===== src/rtl/fpu_issue_sched.sv =====
// fpu_issue_sched
//
// Issue scheduler and in-flight tracker for the four-stage FPU pipeline.
// Each of the four slots holds:
//   - the destination register,
//   - a legal bit (the slot holds a valid, writing instruction),
//   - a countdown of cycles until its result can be forwarded.
// Every clock edge the slots shift toward slot 4, and slot 4 retires into the FPR file.
// Issue stalls on a read-after-write hazard against a slot whose result is not yet
// forwardable. The forward selects pick the youngest (lowest-index) matching slot.
//
// Optional feature: define FPU_SCHED_STATS_EN to build the stall-cycle counter.
// When it is not defined, stall_cnt is tied to zero.
//
// Ports:
//   clk, rst                        clock, asynchronous active-high reset
//   issue_valid / issue_ready       issue handshake
//   issue_rsa/rsb, issue_use_a/b    source operands and their use flags
//   issue_wr, issue_rd, issue_lat   destination write flag, register, latency (1-4)
//   flush                           kill all in-flight entries
//   rdi_buf_1..4, legal_1..4        per-slot destination register and legal bit
//   rsa_sel, rsb_sel                one-hot forward selects (bit k-1 = slot k)
//   wb_valid, wb_rd                 FPR writeback request from slot 4
//   stall_cnt                       hazard stall-cycle counter
module fpu_issue_sched (
  input  logic        clk,
  input  logic        rst,
  input  logic        issue_valid,
  output logic        issue_ready,
  input  logic [4:0]  issue_rsa,
  input  logic [4:0]  issue_rsb,
  input  logic        issue_use_a,
  input  logic        issue_use_b,
  input  logic        issue_wr,
  input  logic [4:0]  issue_rd,
  input  logic [2:0]  issue_lat,
  input  logic        flush,
  output logic [4:0]  rdi_buf_1,
  output logic [4:0]  rdi_buf_2,
  output logic [4:0]  rdi_buf_3,
  output logic [4:0]  rdi_buf_4,
  output logic        legal_1,
  output logic        legal_2,
  output logic        legal_3,
  output logic        legal_4,
  output logic [3:0]  rsa_sel,
  output logic [3:0]  rsb_sel,
  output logic        wb_valid,
  output logic [4:0]  wb_rd,
  output logic [31:0] stall_cnt
);

  // Index k holds slot k+1.
  logic [3:0][4:0] r_rd;
  logic [3:0]      r_legal;
  logic [3:0][1:0] r_cnt;

  logic       w_accept;
  logic [1:0] w_lat_cnt;
  logic [3:0] w_match_a;
  logic [3:0] w_match_b;
  logic [3:0] w_busy;
  logic       w_hazard;

  function automatic logic [1:0] sat_dec(input logic [1:0] v);
    return (v == 2'd0) ? 2'd0 : v - 2'd1;
  endfunction

  // Clamped latency minus one.
  // Latencies 0 and 1 both mean the result is forwardable straight from slot 1.
  always_comb begin
    w_lat_cnt = 2'd0;
    unique case (issue_lat)
      3'd0, 3'd1: w_lat_cnt = 2'd0;
      3'd2:       w_lat_cnt = 2'd1;
      3'd3:       w_lat_cnt = 2'd2;
      default:    w_lat_cnt = 2'd3;
    endcase
  end

  always_comb begin
    w_match_a = '0;
    w_match_b = '0;
    w_busy    = '0;
    for (int k = 0; k < 4; k++) begin
      w_match_a[k] = issue_use_a & r_legal[k] & (issue_rsa == r_rd[k]);
      w_match_b[k] = issue_use_b & r_legal[k] & (issue_rsb == r_rd[k]);
      w_busy[k]    = (r_cnt[k] != 2'd0);
    end
  end

  assign w_hazard    = |((w_match_a | w_match_b) & w_busy);
  assign issue_ready = ~w_hazard & ~flush;
  assign w_accept    = issue_valid & issue_ready;

  // Isolating the lowest set bit selects the youngest matching producer.
  assign rsa_sel = w_match_a & (~w_match_a + 4'd1);
  assign rsb_sel = w_match_b & (~w_match_b + 4'd1);

  always_ff @(posedge clk or posedge rst) begin
    if (rst) begin
      r_rd    <= '0;
      r_legal <= '0;
      r_cnt   <= '0;
    end else begin
      // A flush forces w_accept low, so slot 1 takes a bubble.
      r_rd[0]    <= w_accept ? issue_rd : 5'd0;
      r_legal[0] <= w_accept & issue_wr;
      r_cnt[0]   <= w_accept ? w_lat_cnt : 2'd0;
      for (int k = 1; k < 4; k++) begin
        r_rd[k]    <= r_rd[k-1];
        r_legal[k] <= r_legal[k-1] & ~flush;
        r_cnt[k]   <= sat_dec(r_cnt[k-1]);
      end
    end
  end

`ifdef FPU_SCHED_STATS_EN
  logic [31:0] r_stall_cnt;

  always_ff @(posedge clk or posedge rst) begin
    if (rst) begin
      r_stall_cnt <= 32'd0;
    end else if (issue_valid & w_hazard & ~flush) begin
      r_stall_cnt <= r_stall_cnt + 32'd1;
    end
  end

  assign stall_cnt = r_stall_cnt;
`else
  assign stall_cnt = 32'd0;
`endif

  assign rdi_buf_1 = r_rd[0];
  assign rdi_buf_2 = r_rd[1];
  assign rdi_buf_3 = r_rd[2];
  assign rdi_buf_4 = r_rd[3];
  assign legal_1   = r_legal[0];
  assign legal_2   = r_legal[1];
  assign legal_3   = r_legal[2];
  assign legal_4   = r_legal[3];
  assign wb_valid  = r_legal[3];
  assign wb_rd     = r_rd[3];

endmodule


===== config.mk =====
export PLATFORM = sky130hd
export DESIGN_NAME = fpu_issue_sched
export DESIGN_NICKNAME = d
export VERILOG_FILES = /design/src/rtl/fpu_issue_sched.sv
export SDC_FILE = /design/constraint.sdc
export NUM_CORES = 1
export LEC_CHECK = 0
export BUFFER_PORTS_ARGS = -buffer_cell sky130_fd_sc_hd__buf_2
export CORE_AREA = 2 2 76 78
export CTS_BUF_LIST = sky130_fd_sc_hd__clkbuf_4 sky130_fd_sc_hd__clkbuf_8
export DETAILED_ROUTE_END_ITERATION = 6
export DIE_AREA = 0 0 78 80
export PLACE_DENSITY = 0.67
export SETUP_SLACK_MARGIN = 0.5
export SLEW_MARGIN = 20
export SYNTH_ARGS = -nofsm -noshare
export SYNTH_HDL_FRONTEND = slang
export SYNTH_SLANG_ARGS = --single-unit
export TNS_END_PERCENT = 5

===== constraint.sdc =====
create_clock -name clk -period 1.74 [get_ports clk]
set_clock_uncertainty 0.2 [all_clocks]
set_input_delay 0.348 -clock clk [delete_from_list [all_inputs] [get_ports clk]]
set_output_delay 0.348 -clock clk [all_outputs]
set_load 0.02 [all_outputs]

After elaboration in Yosys (flattened, before gate mapping)
Cells that the tools add are included.
{"block": "op_classes", "n_addsub": 5, "n_mul": 0, "div": 0, "n_lt_le_gt_ge": 0, "n_eq_ne": 11, "shift": 0, "mux": 6, "n_bitwise": 30, "n_reduce_logical": 10}
{"op": "equality test 5 bit", "n": 8}
{"op": "AND 1 bit", "n": 22}
{"op": "AND 4 bit", "n": 3}
{"op": "adder 4 x 1 -> 4 bit, second input constant", "n": 2}
{"op": "two-way mux 2 bit", "n": 4}
{"op": "NOT 4 bit", "n": 2}
{"op": "nonzero test 2 bit", "n": 4}
{"op": "equality test 3 x 2 -> 1 bit, second input constant", "n": 2}
{"op": "logical NOT 2 bit", "n": 3}
{"op": "one-hot mux 2 bit (3 select lines)", "n": 1}
{"op": "subtractor 2 x 1 -> 2 bit, second input constant", "n": 3}
{"op": "two-way mux 5 bit", "n": 1}
{"op": "OR 4 bit", "n": 1}
{"op": "OR reduction 4 bit", "n": 1}
{"op": "equality test 3 x 1 -> 1 bit, second input constant", "n": 1}
{"op": "logical NOT 3 bit", "n": 1}
{"op": "NOT 1 bit", "n": 2}
{"op": "OR reduction 2 bit", "n": 1}
{"block": "totals", "regBits": 32, "latchBits": 0, "ram_bits": 0, "romBits": 0, "inputBits": 25, "out_inout_bits": 71, "wordCells": 71, "memories": 0}

Depth between registers and ports, before layout
{"block": "depth", "word_depth": 9, "ltp_mapped": 6, "depth_no_buf": 6}

Least setup slack after synthesis
No wires, ideal clock.
{"block": "synth_path", "path_type": "reg-to-output", "from": "reg r_rd (netlist bit rdi_buf_1[3])", "to": "out rsb_sel[3]", "arrival_ns": 1.929, "required_ns": 1.192, "setup_slack_ns": -0.737, "stages_incl_launch_ff": 6, "path_buffers": 0, "path_cell_list": "dfrtp_1 -> xor2_1 -> nor4_1 -> nor3b_1 -> nand2b_1 -> nor3b_1"}
{"block": "synth_between", "elab_chain_cells": 5}
{"element": "start, declared", "line": "54", "rtl": "logic [3:0][4:0] r_rd;"}
{"element": "start signal, assigned by index", "line": "111", "rtl": "r_rd[k] <= r_rd[k-1];"}
{"element": "equality test 5 bit", "line": "87", "rtl": "w_match_b[k] = issue_use_b & r_legal[k] & (issue_rsb == r_rd[k]);"}
{"element": "AND 1 bit", "line": "87"}
{"element": "NOT 4 bit", "line": "98", "rtl": "assign rsb_sel = w_match_b & (~w_match_b + 4'd1);"}
{"element": "adder 4 x 1 -> 4 bit", "line": "98"}
{"element": "AND 4 bit", "line": "98"}
{"element": "end, declared", "line": "47", "rtl": "output logic [3:0] rsb_sel,"}
Every way passes these cells.

Final worst setup path
{"block": "layout_path", "from": "reg r_rd (netlist bit rdi_buf_1[0])", "to": "out rsb_sel[3]"}
Same word-level chain as after synthesis.

==> reports/qor.txt <==
CP Launch Type = register
CP peak stage delay = 0.44 ns
DRC violations left = 0
Worst-Skew Late Latency = 0.28 ns
outcome = complete, but fails checks
# rows = 27
Synth top area share = 0.432
vias in the first global route = 1596
Wirelength per Cell = 12.8 um
leakage power = 1.55 nW
Async S/R FF share, synth = 1.00
ANT nets after route = 0
final worst-path cycle share = 1.38
post-synthesis cell count = 177
Layout Nets = 314
htree depth = 2
drt initial violations = 41
syn avg cell area = 10.5 um^2
fin cells = 362
setup repair after global routing missed its margin = yes
Initial Util = 0.343
violated checks = hold timing, setup timing
CTS tree = yes
Post-synth top cells = buf_4 (38), xor2_1 (33), dfrtp_1 (32)
max frequency = 416 MHz
Placement Cell Area = 2480 um^2
Setup WS pre-CTS = -0.592 ns
Post-Layout Inst Area = 2910 um^2
global-route wire length before repair = 7510 um
sequential area share after synthesis = 0.432
initial antenna violation count = 0
Synth area leaders = dfrtp_1 (43%), xor2_1 (16%), buf_4 (15%)
final hold violations = 32
Arr. time, crit path = 1.86 ns
post-synthesis register bit count = 32
Synthesis Warnings = 0
HP Class = input pin to async pin
drt pass-1 iters = 4
Die Y-Extent = 80 um
Vias/cell = 4.23
Min Hold Slack = -0.0520 ns
n_diodes = 0
die area = 6240 um^2
setup violators final = 17
Setup TNS Final = -8.92 ns
GRT Util Overall = 0.157
number of buffers created by CTS = 5
Clk pin slew, worst setup/hold paths = 0.07 ns
IO buf count = 63
Ports = 96
share of cells above drive strength 1 = 0.486
CORE AREA = 5410 um^2
CP delay by family, top = simple AND/OR/NAND/NOR gates
Setup crit end kind = primary output
worst path bufs/invs = 2
Worst Setup Slack, final = -0.663 ns
Die X = 78 um
Synth area leader = dfrtp_1
clk sinks = 32
Yosys cell types = 24
PD cells = 624 nW/um^2
HPWL after DPL = 3700 um
CP max-delay cell = dfrtp_2
MaxCap Viol Count = 0
Remaining Overflow, GRT = 0
number of synthesized flops with an enable pin = 0
GP Congestion = 0.790
via count = 1530
critical path fanouts, max = 3
most common cell in the netlist = buf_4
Root Driver = clkbuf_8
Clock Path Buffers = 2
Tmin final = 2.40 ns
largest net degree at the start of global routing = 33
most used cell along the critical path = nor3b_4
Critical Setup Path Class = register to primary output
CP cell instances = xor2_2 > nor4_2 > buf_4 > nor3b_4 > nand2b_4 > nor3b_4 > buf_6
Placed Cells = 349
VDD IR max = 0.000366 V
final-report max-slew violation count = 0
commonest register cell after synthesis = dfrtp_1
Syn Std Cell Area = 1850 um^2
area grow syn2layout = 57.1%
final WL = 4630 um
worst endpoint required time = 1.19 ns
## where the power goes
| part | total (mW) | switching, mW | internal, mW |
|---|---|---|---|
| Combinational | 0.401 | 0.226 | 0.174 |
| Clock | 0.620 | 0.267 | 0.353 |
| Sequential | 0.795 | 0.0262 | 0.769 |
| Total | 1.82 | 0.519 | 1.30 |
## worst paths after layout
kind | cells past startpoint | start | endpoint | slack, ns
worst min register to register | 1 | r_cnt[2] | r_cnt[4] | 0.24
worst max register to register | 10 | rdi_buf_4[3] | r_legal[0] | -0.45
worst min-delay path | 3 | rst | r_legal[2] | -0.05
max in group asynchronous | 3 | rst | rdi_buf_1[0] | 1.07
min in group clk | 2 | issue_wr | r_legal[0] | 0.08
worst max-delay path | 7 | rdi_buf_1[0] | rsb_sel[3] | -0.66
## registers in the layout (all words and copies together), names as in the netlist
| register | flops |
|---|---|
| r_cnt | 8 |
| r_legal | 4 |
| rdi_buf_1 | 5 |
| rdi_buf_2 | 5 |
| rdi_buf_3 | 5 |
| rdi_buf_4 | 5 |
## cell type report
type                            instances  area, um^2
Fill cell                             471        2490
Multi-Input combinational cell        135         955
Timing Repair Buffer                  112         955
Sequential cell                        32         803
Clock buffer                            8        97.6
Tap cell                               72        90.1
Inverter                                3        11.3
## tightest hold or removal path, delay by kind of cell
family,cells,cell delay (ns)
buffers and inverters,3,0.49
## per-stage QoR
stage	power, mW	utilization
after floorplan	1.06	-
after global placement	1.15	0.459
after detailed placement	1.15	0.459
after CTS	1.82	0.528
after global routing	1.90	0.539
final	1.82	0.539
## kinds of logic (layout without fill, tap and decap cells)
group           count (synthesis)  in the layout  synth area share
simple gates                   55             55             0.174
buf+inv                        41            123             0.160
xor+xnor                       40             40             0.189
flops                          32             32             0.432
compound gates                  8              8            0.0425
other cells                     1             32           0.00202
## per-layer routing
metal	GRT usage	up-vias	wire, um
met5	0	-	0
met3	0.0373	5	308
met1	0.190	727	1890
li1	-	739	-
met2	0.278	59	2370
met4	0.0474	0	61
## timing repair
action                                 in CTS  in global routing
buffers inserted                            4                  1
pin swaps                                  14                  7
setup endpoints to repair                  47                 47
resized for setup                          77                 12
endpoints found under the hold margin      32                 19
## layout by cell type (no fill, tap or decap), types with 7 or more instances in the layout
cell and instances:
xor2_1 32, xnor2_1 7, conb_1 32, nor2_1 7, buf_2 27, dfrtp_1 30
buf_6 45, and2_1 8, nor2b_1 8, buf_4 39
(Power assumes the default switching activity.)
